**src/rtl/uart_rx_fifo.sv**
```systemverilog
// uart_rx_fifo: captures UART receiver bytes into a DEPTH-entry first-word-fall-through FIFO.
// Latency: a byte reaches rd_data on the edge after rx_ready is seen; a pop shows the next head after its edge.
// Backpressure: none toward the receiver. Every byte is acknowledged, and bytes arriving while full are dropped and set overrun.
// Option: UART_RX_FIFO_DROP_CNT_EN adds an 8-bit saturating drop counter output drop_cnt.
module uart_rx_fifo #(
    parameter int DEPTH = 16,
    localparam int AW = $clog2(DEPTH)
) (
    input  logic          clk,
    input  logic          reset_n,
    input  logic          rx_ready,
    input  logic [7:0]    rx_data,
    output logic          rx_ready_clr,
    input  logic          rd_en,
    output logic [7:0]    rd_data,
    output logic          empty,
    output logic          full,
    output logic [AW:0]   count,
    output logic          overrun,
    input  logic          overrun_clr,
    input  logic          flush
`ifdef UART_RX_FIFO_DROP_CNT_EN
    ,
    output logic [7:0]    drop_cnt
`endif
);

    localparam logic [AW:0] FULL_CNT = (AW+1)'(DEPTH);

    typedef enum logic {S_WAIT = 1'b0, S_ACK = 1'b1} state_t;

    state_t        state_q;
    logic          clr_q;
    logic [7:0]    mem_q [DEPTH];
    logic [AW-1:0] wr_ptr_q, wr_ptr_d, rd_ptr_q, rd_ptr_d;
    logic [AW:0]   count_q, count_d;
    logic          empty_q, full_q, overrun_q, overrun_d;
    logic          take, pop_ok, push_ok, drop;

    // A byte is taken only on the WAIT->ACK transition, so a held rx_ready pushes once.
    always_comb begin
        take    = (state_q == S_WAIT) && rx_ready;
        pop_ok  = rd_en && !empty_q && !flush;
        push_ok = take && !flush && (!full_q || pop_ok);
        drop    = take && !flush && full_q && !pop_ok;
    end

    always_comb begin
        wr_ptr_d  = wr_ptr_q;
        rd_ptr_d  = rd_ptr_q;
        count_d   = count_q;
        overrun_d = drop ? 1'b1 : (overrun_clr ? 1'b0 : overrun_q);
        if (flush) begin
            wr_ptr_d = '0;
            rd_ptr_d = '0;
            count_d  = '0;
        end else begin
            if (push_ok) wr_ptr_d = wr_ptr_q + 1'b1;
            if (pop_ok)  rd_ptr_d = rd_ptr_q + 1'b1;
            case ({push_ok, pop_ok})
                2'b10:   count_d = count_q + 1'b1;
                2'b01:   count_d = count_q - 1'b1;
                default: count_d = count_q;
            endcase
        end
    end

    always_ff @(posedge clk or negedge reset_n) begin
        if (!reset_n) begin
            state_q <= S_WAIT;
            clr_q   <= 1'b0;
        end else begin
            clr_q <= 1'b0;
            case (state_q)
                S_WAIT: if (rx_ready) begin
                    state_q <= S_ACK;
                    clr_q   <= 1'b1;
                end
                S_ACK:   if (!rx_ready) state_q <= S_WAIT;
                default: state_q <= S_WAIT;
            endcase
        end
    end

    always_ff @(posedge clk or negedge reset_n) begin
        if (!reset_n) begin
            wr_ptr_q  <= '0;
            rd_ptr_q  <= '0;
            count_q   <= '0;
            empty_q   <= 1'b1;
            full_q    <= 1'b0;
            overrun_q <= 1'b0;
        end else begin
            wr_ptr_q  <= wr_ptr_d;
            rd_ptr_q  <= rd_ptr_d;
            count_q   <= count_d;
            empty_q   <= (count_d == '0);
            full_q    <= (count_d == FULL_CNT);
            overrun_q <= overrun_d;
        end
    end

    always_ff @(posedge clk) begin
        if (push_ok) mem_q[wr_ptr_q] <= rx_data;
    end

    assign rd_data      = empty_q ? 8'h00 : mem_q[rd_ptr_q];
    assign empty        = empty_q;
    assign full         = full_q;
    assign count        = count_q;
    assign overrun      = overrun_q;
    assign rx_ready_clr = clr_q;

`ifdef UART_RX_FIFO_DROP_CNT_EN
    logic [7:0] drop_cnt_q;

    // A drop colliding with a clear restarts the count at one.
    always_ff @(posedge clk or negedge reset_n) begin
        if (!reset_n) begin
            drop_cnt_q <= 8'h00;
        end else if (drop) begin
            if (overrun_clr)               drop_cnt_q <= 8'h01;
            else if (drop_cnt_q != 8'hFF)  drop_cnt_q <= drop_cnt_q + 8'h01;
        end else if (overrun_clr) begin
            drop_cnt_q <= 8'h00;
        end
    end

    assign drop_cnt = drop_cnt_q;
`endif

endmodule

```
**config.mk**
```make
export PLATFORM = sky130hd
export DESIGN_NAME = uart_rx_fifo
export DESIGN_NICKNAME = d
export VERILOG_FILES = /design/src/rtl/uart_rx_fifo.sv
export SDC_FILE = /design/constraint.sdc
export NUM_CORES = 1
export LEC_CHECK = 0
export ABC_AREA = 1
export BUFFER_PORTS_ARGS = -buffer_cell sky130_fd_sc_hd__buf_2
export CAP_MARGIN = 20
export CORE_MARGIN = 2
export CORE_UTILIZATION = 55
export CTS_CLUSTER_DIAMETER = 150
export DETAILED_ROUTE_END_ITERATION = 12
export HOLD_SLACK_MARGIN = 0.15
export PLACE_DENSITY = 0.74
export SKIP_LAST_GASP = 1
export SYNTH_ARGS = -nofsm -noshare
export SYNTH_HDL_FRONTEND = slang
export SYNTH_SLANG_ARGS = --single-unit
```
**constraint.sdc**
```tcl
create_clock -name clk -period 2.45 [get_ports clk]
set_input_delay 0.1225 -clock clk [delete_from_list [all_inputs] [get_ports clk]]
set_output_delay 0.1225 -clock clk [all_outputs]
set_load 0.02 [all_outputs]
```
Word-level counts from Yosys, hierarchy flattened
Memories as Yosys holds them, arrays and structs flattened.
Index checks and enable logic that the tools add are counted.

storage, ports and cells
  register bits = 18
  word-level logic and storage cells = 46
  bits of input ports = 14
  memories = 1
  RAM bits = 128
  output and inout port bits = 17

memories
  name   words  width  read ports  clocked after memory_dff  write ports  line  source
  mem_q  16     8      1           0                         1            34    logic [7:0] mem_q [DEPTH];

operators by class
  add/sub/neg operators = 4
  bitwise gates (word level) = 1
  mux-type cells = 13
  equality and inequality tests = 3
  reductions and logical operators = 16

operators by type and width
  operator               count
  $mux W4                4
  $pmux W5 S2            1
  $add A4 B1 Y4 const B  2
  $mux W8                1
  $logic_and A1 B1 Y1    7
  $mux W1                6
  $reduce_bool A2 Y1     3
  $add A5 B1 Y5 const B  1
  $eq A5 B5 Y1 const B   1
  $logic_not A5 Y1       1
  $mux W5                1
  $sub A5 B1 Y5 const B  1
  $logic_not A1 Y1       4
  $eq A2 B1 Y1 const B   1
  $eq A2 B2 Y1 const B   1
  $logic_or A1 B1 Y1     1
  $not A1 Y1             1

Longest topological paths before layout
Gate-level depths: netlist of run 1.

  depth in word-level cells = 9
  depth in mapped cells = 21
  depth with buffers taken out = 20

Worst setup path before layout of run 1
OpenSTA, ideal clock, no wires.

  kind = flip-flop to flip-flop
  from = register empty_q, in the netlist empty
  to = register empty_q, in the netlist empty
  arrival time = 2207 ps
  stages on the path, launching flop included = 20
  path slack = 164 ps
  library setup time = 79 ps
  path through = dfstp_2 buf_6 nor2_4 nand2_1 nand2_1 nand2_4 ha_1 buf_6 nor2_1 nor2_1 ha_1 inv_1 nand2_1 nand3_1 nand2_1 nand2_1 nand2_1 nand2_1 a21oi_1 nor2_1

on the way
  word-level cells in the longest chain between the ends = 9
  elaborated cells on any way between the ends = 10

RTL lines
  item                                          line  source
  from (decl)                                   37    logic empty_q, full_q, overrun_q, overrun_d;
  from (signal assigned)                        97    empty_q <= (count_d == '0);
  $logic_not A1 Y1 *                            43    pop_ok = rd_en && !empty_q && !flush;
  $logic_and A1 B1 Y1 * (2 in series)           43
  $logic_or A1 B1 Y1                            44    push_ok = take && !flush && (!full_q || pop_ok);
  $logic_and A1 B1 Y1                           44
  $eq A2 B1 Y1 or $eq A2 B2 Y1 (tied branches)  60    case ({push_ok, pop_ok})
  $pmux W5 S2 *                                 60
  $mux W5 *                                     53    if (flush) begin
  named net count_d[4]                          36    logic [AW:0] count_q, count_d;
  $logic_not A5 Y1 *                            97

Mark *: on every way through the listed nets, which the timed path passes. The rest lies on a longest branch.
A chain may end at the register's enable or synchronous reset.

Worst setup path in the final report of run 1
  from = register rd_ptr_q[0]
  to = output port rd_data[4]

on the way
  word-level cells in the longest chain between the ends = 2

RTL lines
  item                    line  source
  from (decl)             35    logic [AW-1:0] wr_ptr_q, wr_ptr_d, rd_ptr_q, rd_ptr_d;
  from (signal assigned)  95    rd_ptr_q <= rd_ptr_d;
  $mem_v2 Z16 W8          -
  $mux W8                 107   assign rd_data = empty_q ? 8'h00 : mem_q[rd_ptr_q];
  to (decl)               15    output logic [7:0] rd_data,

Every way passes these cells.

==> results.tsv, run 1 <==
stage	metric	value	unit
status	status	finished clean	
setup_path	Worst Path Arrival	2.24	ns
synthesis	Synth Area in Simple Gates	11.8	%
setup_path	reg-to-reg slack, setup	0.24	ns
global_routing	All-Layer GR Usage	25.0	%
timing	Slew Viols, Final	0	
cells_and_area	# diodes	0	
drt	WL/cell	18.2	um
synthesis	synthesized-area fraction occupied by adder cells	1.62	%
hold_path	hold depth	2	
clock_network	CTS tree	done	
pwr	Leak Pwr	2.71	nW
setup_path	CP startpoint kind	register	
synthesis	largest family of logic cells by synthesized area	compound AO/OA/AOI/OAI gates	
timing	minimum clock period	2.36	ns
clock_network	Reg clk slew, reported paths	0.06	ns
placement	routability cong.	0.932	
floorplanning	Initial Util	56.8	%
setup_path	reg-to-reg endpoint	empty	
synthesis	asr flop ratio synth	12.3	%
floorplanning	Ports	31	
pwr	pwr dens	853	mW/mm^2
cells_and_area	leading cell types in the layout, fill and taps excluded	edfxtp_1, nor2_1, o21ai_0	
drt	Via density	5.70	
timing	fmax	0.423	GHz
synthesis	Synth Register Bits	146	
cells_and_area	area delta synth->final	17.9	%
clock_network	clk_lat worst skew	0.53	ns
synthesis	EDFF count, synth	128	
timing	Relative slew margins	46.8	%
timing	clock skew	0.00505	ns
synthesis	multiplexer share of the synthesized area	0	%
clock_network	Post-CTS Setup Bufs	0	
clock_network	clk sinks	146	
cells_and_area	share of cells above drive strength 1	15.7	%
setup_path	Stages on worst setup path	7	
clock_network	H-tree depth	4	
pwr	Worst VDD drop	463	uV
synthesis	synthesis warning total	0	
synthesis	Main synth FF type	edfxtp_1	
global_routing	pin count of the biggest net entering global routing	44	
timing	final number of setup-violating endpoints	0	
setup_path	crit end category	output pin	
timing	worst slew pin tran	0.795	ns
placement	I/O Buffers	30	
floorplanning	Die Wd	110	um
drt	Initial DRT Pass Iterations	5	
setup_path	Worst R2R Start	empty	
setup_path	delay of the slowest cell on the worst path	0.48	ns
synthesis	Synth Area in Compound Gates	11.9	%
synthesis	Synth cell types	27	
synthesis	Synth Net Count	547	
floorplanning	die height	110	um
timing	RSZ-0062 raised after global routing	yes	
flow_run	max cap viols	0	
cells_and_area	FILL cells	786	
global_routing	initial antenna violation count	0	
setup_path	CP Max Fanout	31	
global_routing	vias in the first global route	4161	
synthesis	Syn Inst Count	525	
placement	placed wire-length estimate	8600	um
clock_network	CTS Root Cell	clkbuf_8	
synthesis	Post-Synth XOR/XNOR Area	0.424	%
cells_and_area	Final Core Density	67.0	%
floorplanning	FP Rows	38	
synthesis	Seq/Total Area, Yosys	69.4	%
clock_network	CTS buffer count	17	
drt	final wirelength	13600	um
setup_path	CP Data Required Time	2.33	ns
setup_path	worst-path cell chain	clkinv_8 -> buf_6 -> o21ai_0 -> o221ai_1 -> nand3_1 -> a21oi_1 -> buf_2	
cells_and_area	commonest non-fill, non-tap cell in the layout	edfxtp_1	
floorplanning	die footprint	0.0121	mm^2
floorplanning	core area	0.0109	mm^2
drt	DRT iter0 DRCs	357	
synthesis	Mapped Area	0.00619	mm^2
placement	dpl cells	696	
timing	final worst hold slack	0.268	ns
cells_and_area	Layout Nets	613	
hold_path	worst hold start	rx_ready	
global_routing	first-pass GRT wire length	21800	um
synthesis	syn avg cell area	11.8	um^2
setup_path	worst r2r path cells	17	
setup_path	Buf/Inv on CP	3	
hold_path	Hold EP	state_q	
timing	Fin. Hold Viols	0	
setup_path	delay-heaviest family, CP	compound AO/OA/AOI/OAI gates	
timing	Tcrit/Tclk final	96.4	%
global_routing	grt total ovfl	0	
drt	routed via count	4238	
setup_path	Setup CP Type	register to output pin	
cells_and_area	Non-Filler Instances	744	
drt	Detail Route Antenna Nets	0	
setup_path	CP max stage cell	dfrtp_2	
drt	DRC errors left	0	
hold_path	hold crit path type	input pin to register	
clock_network	Clock Tree Buf Depth	2	
[flip-flops by register name, summed over array words and instances, names as in the netlist]
name and flops:
count 5, empty 1, full 1, mem_q 128
overrun 1, rd_ptr_q 4, rx_ready_clr 1, state_q 1
wr_ptr_q 4
[Yosys cell counts (7+ instances only)]
cell / number / area, um^2
a21oi_1: 15 / 75.1
buf_2: 7 / 35.0
buf_6: 8 / 90.1
clkbuf_1: 7 / 26.3
dfrtp_1: 17 / 425
edfxtp_1: 128 / 3840
ha_1: 8 / 100
inv_1: 27 / 101
nand2_1: 37 / 139
nand3_1: 16 / 80.1
nor2_1: 124 / 465
o211ai_1: 30 / 225
o21ai_0: 71 / 355
o21ai_1: 8 / 40.0
[worst reg2reg max path, cell delays in order (launching register included)]
cell and delay [ns]:
dfstp_2 0.55, nor2_4 0.05, nand2_1 0.07, nand2_1 0.11
nand2_4 0.13, ha_4 0.18, nor2_1 0.05, nor2_1 0.14
ha_1 0.16, inv_1 0.04, nand2_1 0.08, nand3_1 0.10
nand2_1 0.07, nand2_1 0.05, nand2_1 0.05, nand2_1 0.06
a21oi_1 0.17, nor2_1 0.06
[metal layers]
metal | wire [um] | GRT usage (%) | vias to the layer above
met5 | 0 | 0 | -
met4 | 396 | 11.7 | 0
met3 | 839 | 6.11 | 40
met2 | 6640 | 39.0 | 174
met1 | 5680 | 33.1 | 2031
li1 | - | - | 1993
[cells by family (layout without fill, tap and decap cells)]
group	after synthesis	count (layout)
compound gates	129	129
simple gates	182	182
flops	146	146
xor+xnor	3	3
buf+inv	57	136
fa+ha+maj	8	8
[layout make-up]
| cell class | instances | area (um^2) | area share (%) |
|---|---|---|---|
| clock buffer | 18 | 418 | 5.73 |
| clock inverter | 14 | 138 | 1.89 |
| inverter | 30 | 125 | 1.71 |
| multi-input combinational | 322 | 1600 | 22.0 |
| sequential | 146 | 4300 | 58.9 |
| tap | 140 | 175 | 2.40 |
| timing repair buffer | 74 | 544 | 7.46 |
[power by group]
group,total [mW],internal [mW],switching (mW)
clock network,2.42,1.44,0.978
registers,2.80,2.75,0.0460
logic,1.01,0.340,0.671
total,6.23,4.54,1.69
[how the worst max path moves through the flow]
stage | startpoint | slack, ns | to
floorplan | empty | 0.16 | empty
global placement | empty | 0.22 | empty
detailed placement | empty | 0.15 | empty
CTS | rd_ptr_q[0] | 0.003 | rd_data[2]
global route | rd_ptr_q[1] | -0.01 | rd_data[2]
finish | rd_ptr_q[0] | 0.09 | rd_data[4]
[metrics by stage]
stage	worst slack, ns	TNS, ns	area (um^2)	power (mW)
global placement	0.223	0	6540	3.78
finish	0.0885	0	7300	6.23
detailed placement	0.148	0	6540	3.80
global route	-0.0105	-0.0141	7300	6.49
floorplan	0.164	0	6190	3.56
CTS	0.00284	0	7260	6.23
[repair_timing]
action                                 4_1_cts  5_1_grt
setup endpoints to repair                    1       11
resized for setup                            1       10
endpoints found under the hold margin      159        0
pin swaps                                    0        1
hold buffers                                16        0
Note: power is estimated with default switching activity, not from simulation.
==> run 2, diff against run 1 <==
--- a/config.mk
+++ b/config.mk
@@ -10,11 +10,12 @@
 export CAP_MARGIN = 20
 export CORE_MARGIN = 2
 export CORE_UTILIZATION = 55
-export CTS_CLUSTER_DIAMETER = 150
+export CTS_CLUSTER_DIAMETER = 50
 export DETAILED_ROUTE_END_ITERATION = 12
 export HOLD_SLACK_MARGIN = 0.15
-export PLACE_DENSITY = 0.74
+export PLACE_DENSITY = 0.73
 export SKIP_LAST_GASP = 1
 export SYNTH_ARGS = -nofsm -noshare
 export SYNTH_HDL_FRONTEND = slang
 export SYNTH_SLANG_ARGS = --single-unit
+export TNS_END_PERCENT = 5
==> results.tsv, run 2 (synthesis gave the netlist of run 1 again) <==
stage	metric	value	unit
cells_and_area	area delta synth->final	19.0	%
global_routing	All-Layer GR Usage	24.7	%
cells_and_area	Largest Register	mem_q	
flow_run	max cap viols	0	
global_routing	initial antenna violation count	0	
placement	I/O Buffers	30	
timing	TNS Setup	0	ns
timing	RSZ-0062 raised after global routing	yes	
timing	clock skew	0.00531	ns
clock_network	H-tree depth	4	
global_routing	pin count of the biggest net entering global routing	40	
drt	final wirelength	14100	um
timing	Relative slew margins	46.3	%
setup_path	Critical Path Start	rd_ptr_q[0]	
cells_and_area	# diodes	0	
drt	Detail Route Antenna Nets	0	
clock_network	CTS Root Cell	clkbuf_8	
clock_network	clk_lat worst skew	0.52	ns
setup_path	Worst R2R Start	empty	
drt	routed via count	4315	
floorplanning	FP Rows	38	
floorplanning	Ports	31	
setup_path	crit end category	output pin	
timing	Slew Viols, Final	0	
timing	minimum clock period	2.35	ns
floorplanning	core area	0.0109	mm^2
placement	dpl cells	693	
drt	Initial DRT Pass Iterations	5	
hold_path	worst hold start	rx_ready	
setup_path	CP max stage cell	dfrtp_2	
drt	DRT iter0 DRCs	407	
setup_path	CP Max Fanout	19	
cells_and_area	share of cells above drive strength 1	15.7	%
setup_path	delay of the slowest cell on the worst path	0.52	ns
cells_and_area	Largest register FFs	128	
setup_path	CP startpoint kind	register	
global_routing	grt total ovfl	0	
drt	Via density	5.79	
setup_path	CP Data Required Time	2.33	ns
status	status	finished clean	
floorplanning	Initial Util	56.8	%
placement	routability cong.	0.923	
clock_network	CTS tree	done	
clock_network	CTS buffer count	17	
cells_and_area	FILL cells	764	
setup_path	Setup CP Type	register to output pin	
timing	Fin. Hold Viols	0	
floorplanning	die height	110	um
cells_and_area	leading cell types in the layout, fill and taps excluded	edfxtp_1, nor2_1, o21ai_0	
setup_path	Worst Path Arrival	2.23	ns
timing	Tcrit/Tclk final	96.1	%
global_routing	vias in the first global route	4158	
floorplanning	Die Wd	110	um
pwr	pwr dens	877	mW/mm^2
pwr	Leak Pwr	2.74	nW
timing	worst slew pin tran	0.803	ns
drt	DRC errors left	0	
drt	WL/cell	18.9	um
cells_and_area	commonest non-fill, non-tap cell in the layout	edfxtp_1	
pwr	Worst VDD drop	479	uV
cells_and_area	Layout Nets	614	
clock_network	Clock Tree Buf Depth	2	
cells_and_area	Non-Filler Instances	745	
timing	final number of setup-violating endpoints	0	
hold_path	hold crit path type	input pin to register	
clock_network	Reg clk slew, reported paths	0.06	ns
timing	fmax	0.425	GHz
clock_network	clk sinks	146	
floorplanning	die footprint	0.0121	mm^2
setup_path	worst-path cell chain	buf_4 -> clkbuf_16 -> nor2_1 -> o221ai_1 -> nand3_1 -> a21oi_1 -> buf_2	
placement	placed wire-length estimate	8370	um
global_routing	first-pass GRT wire length	21600	um
==> run 2: cell count changes in the layout (fill, tap and decap cells not counted), sizes merged <==
cell	change
inv	-1
clkinv	-2
bufinv	+2
clkinvlp	-1
clkbuf	+3
==> run 2: final cells by class <==
class	count	area, um^2	share of cell area, %
Inverter	30	120	1.63
Timing Repair Buffer	75	578	7.85
Clock inverter	12	164	2.23
Sequential cell	146	4300	58.3
Clock buffer	20	425	5.78
Multi-Input combinational cell	322	1610	21.8
Tap cell	140	175	2.38
==> run 2: metrics by stage <==
step	utilization (%)	instance area, um^2	power (mW)	setup WS [ns]	hold WS, ns
finish	67.7	7370	6.46	0.0962	0.262
detailed placement	60.0	6530	3.83	0.115	0.0800
CTS	67.1	7300	6.42	0.0154	0.242
floorplan	-	6190	3.56	0.164	-0.173
global route	67.7	7370	6.70	-0.0360	0.270
global placement	60.0	6530	3.80	0.209	0.0707
==> run 2: path summary, 6_finish.rpt <==
| path | endpoint | slack [ns] | cells past startpoint |
|---|---|---|---|
| worst max-delay path | rd_data[6] | 0.1 | 7 |
| worst min-delay path | state_q | 0.26 | 2 |
| worst max register to register | empty | 0.15 | 15 |
| worst min register to register | rx_ready_clr | 0.41 | 1 |
| max in group asynchronous | rd_ptr_q[0] | 0.56 | 4 |
| min in group asynchronous | empty | 0.62 | 3 |
==> run 2: layer usage <==
layer | wire, um | GRT usage [%] | up-vias | part of all wire, %
li1 | - | - | 1996 | -
met3 | 887 | 5.76 | 21 | 6.3
met4 | 250 | 9.95 | 0 | 1.8
met1 | 5800 | 32.1 | 2136 | 41
met5 | 0 | 0 | - | 0
met2 | 7140 | 40.2 | 162 | 51
==> run 2: timing repair <==
item	in CTS	in global routing
hold buffers	16	0
gates resized for setup	3	8
hold endpoints to repair	159	0
endpoints found under the setup margin	8	8
gates cloned	0	1
buffers inserted	2	1
==> run 2: power breakdown <==
| part | internal, mW | total (mW) | switching (mW) |
|---|---|---|---|
| combinational | 0.371 | 1.08 | 0.706 |
| sequential | 2.76 | 2.81 | 0.0520 |
| clock | 1.64 | 2.58 | 0.938 |
==> run 2: worst max-delay path, delay by kind of cell (launching register included) <==
family / cells / cell delay [ns]
buf+inv: 3 / 0.55
flops: 1 / 0.52
compound gates: 2 / 0.44
simple gates: 2 / 0.18
==> run 3, diff against run 2 <==
--- a/config.mk
+++ b/config.mk
@@ -8,12 +8,12 @@
 export ABC_AREA = 1
 export BUFFER_PORTS_ARGS = -buffer_cell sky130_fd_sc_hd__buf_2
 export CAP_MARGIN = 20
-export CORE_MARGIN = 2
+export CORE_MARGIN = 3
 export CORE_UTILIZATION = 55
 export CTS_CLUSTER_DIAMETER = 50
 export DETAILED_ROUTE_END_ITERATION = 12
 export HOLD_SLACK_MARGIN = 0.15
-export PLACE_DENSITY = 0.73
+export PLACE_DENSITY = 0.7
 export SKIP_LAST_GASP = 1
 export SYNTH_ARGS = -nofsm -noshare
 export SYNTH_HDL_FRONTEND = slang
==> results.tsv, run 3 (synthesis gave the netlist of run 1 again) <==
stage	metric	value	unit
status	status	finished clean	
placement	routability cong.	0.871	
global_routing	first-pass GRT wire length	21400	um
cells_and_area	# diodes	0	
timing	worst slew pin tran	0.523	ns
floorplanning	Ports	31	
cells_and_area	commonest non-fill, non-tap cell in the layout	edfxtp_1	
setup_path	CP Data Required Time	2.33	ns
pwr	sequential share of power	43.7	%
cells_and_area	Largest Register	mem_q	
drt	Detail Route Antenna Nets	0	
drt	Initial DRT Pass Iterations	5	
placement	worst slack, placed	0.255	ns
pwr	Logic pwr share	15.8	%
hold_path	hold crit path type	input pin to asynchronous set/reset pin	
timing	TNS Setup	0	ns
drt	DRT iter0 DRCs	361	
timing	final worst hold slack	0.152	ns
pwr	Design Power	6.41	mW
clock_network	CTS Root Cell	clkbuf_16	
placement	placed wire-length estimate	8640	um
timing	Relative slew margins	65.1	%
cells_and_area	Largest register FFs	128	
timing	fmax	0.428	GHz
clock_network	CTS buffer count	17	
cells_and_area	area delta synth->final	18.0	%
drt	WL/cell	18.1	um
timing	Slew Viols, Final	0	
floorplanning	Initial Util	56.6	%
setup_path	Setup CP Type	register to output pin	
timing	minimum clock period	2.34	ns
floorplanning	Die Wd	112	um
timing	clock skew	0.00908	ns
pwr	Pint	4.74	mW
cells_and_area	Multi-input gate area	0.00159	mm^2
global_routing	All-Layer GR Usage	22.6	%
cells_and_area	Layout Nets	610	
clock_network	Post-CTS Setup Bufs	0	
global_routing	grt total ovfl	0	
floorplanning	FP Rows	38	
pwr	sw power	1.67	mW
drt	DRC errors left	0	
clock_network	clk sinks	146	
clock_network	Clock Tree Buf Depth	2	
cells_and_area	FILL cells	819	
floorplanning	core area	0.0109	mm^2
drt	routed via count	4145	
cells_and_area	leading cell types in the layout, fill and taps excluded	edfxtp_1, nor2_1, o21ai_0	
pwr	Leak Pwr	2.73	nW
global_routing	initial antenna violation count	0	
cells_and_area	register area	0.00430	mm^2
clock_network	clk_lat worst skew	0.42	ns
pwr	Worst VDD drop	505	uV
floorplanning	die height	112	um
setup_path	CP Max Fanout	32	
drt	final wirelength	13400	um
clock_network	H-tree depth	4	
pwr	Clock Power Share	40.5	%
floorplanning	die footprint	0.0126	mm^2
flow_run	max cap viols	0	
timing	RSZ-0062 raised after global routing	yes	
timing	Fin. Hold Viols	0	
timing	final number of setup-violating endpoints	0	
cells_and_area	share of cells above drive strength 1	15.8	%
drt	Via density	5.59	
placement	I/O Buffers	30	
pwr	Switching Fraction	26.1	%
setup_path	Worst Path Arrival	2.21	ns
timing	Worst Setup Slack, final	0.114	ns
global_routing	vias in the first global route	4021	
clock_network	CTS tree	done	
pwr	pwr dens	878	mW/mm^2
clock_network	Reg clk slew, reported paths	0.06	ns
setup_path	crit end category	output pin	
global_routing	pin count of the biggest net entering global routing	52	
timing	Tcrit/Tclk final	95.4	%
setup_path	CP startpoint kind	register	
-- run 3: changes by cell type in the layout (fill, tap and decap cells not counted), moves of 2 or more --
| cell | previous run | this run |
|---|---|---|
| dlygate4sd3_1 | 16 | 13 |
| clkinv_1 | 3 | 1 |
| buf_6 | 2 | 0 |
| buf_4 | 24 | 27 |
| clkbuf_16 | 17 | 22 |
| bufinv_16 | 4 | 0 |
-- run 3: area by class of cell --
class	instances	share of cell area, %
flip-flops and latches	146	58.8
multi-input cells	322	21.8
clock buffers	27	8.07
repair buffers	71	6.89
well taps	140	2.40
inverters	30	1.61
clock inverters	5	0.411
-- run 3: power groups by stage --
stage	registers [mW]	logic (mW)	clock network, mW
after global placement	2.85	0.977	0
after floorplan	2.87	0.692	0
after detailed placement	2.85	0.995	0
final	2.80	1.01	2.60
after CTS	2.80	1.02	2.62
after global routing	2.80	1.13	2.75
-- run 3: worst paths after layout --
check / cells after the start / end / slack (ns) / startpoint
hold / removal: 2 / wr_ptr_q[1] / 0.15 / reset_n
setup reg to reg: 17 / empty / 0.26 / empty
setup / recovery: 6 / rd_data[3] / 0.11 / rd_ptr_q[1]
max in group asynchronous: 2 / empty / 1.98 / reset_n
hold reg to reg: 1 / rx_ready_clr / 0.41 / state_q
min in group clk: 2 / state_q / 0.36 / rx_ready
-- run 3: per-layer routing --
metal | vias up | wire [um] | share of wire (%) | track usage [%]
met3 | 31 | 825 | 6.2 | 6.36
li1 | 1982 | - | - | -
met2 | 137 | 6400 | 48 | 35.0
met4 | 0 | 362 | 2.7 | 8.89
met5 | - | 0 | 0 | 0
met1 | 1995 | 5810 | 43 | 30.7
-- run 3: critical path, cell delays in order (launching register included) --
cell      delay, ns
dfrtp_1        0.37
buf_4          0.32
o21ai_0        0.15
o211ai_1       0.31
nand3_1        0.12
a21oi_1        0.28
buf_2          0.23
-- run 3: metrics by stage --
stage                     instances  cell area [um^2]  utilization [%]
after floorplan                 525              6190                -
after global placement          696              6550             59.9
after detailed placement        696              6550             59.9
after CTS                       741              7300             66.8
after global routing            741              7300             66.8
final                           741              7300             66.8
-- run 3: repair_timing --
action,CTS,global route
gates resized for setup,0,2
hold endpoints to repair,159,0
hold buffers,13,0
endpoints found under the setup margin,0,6
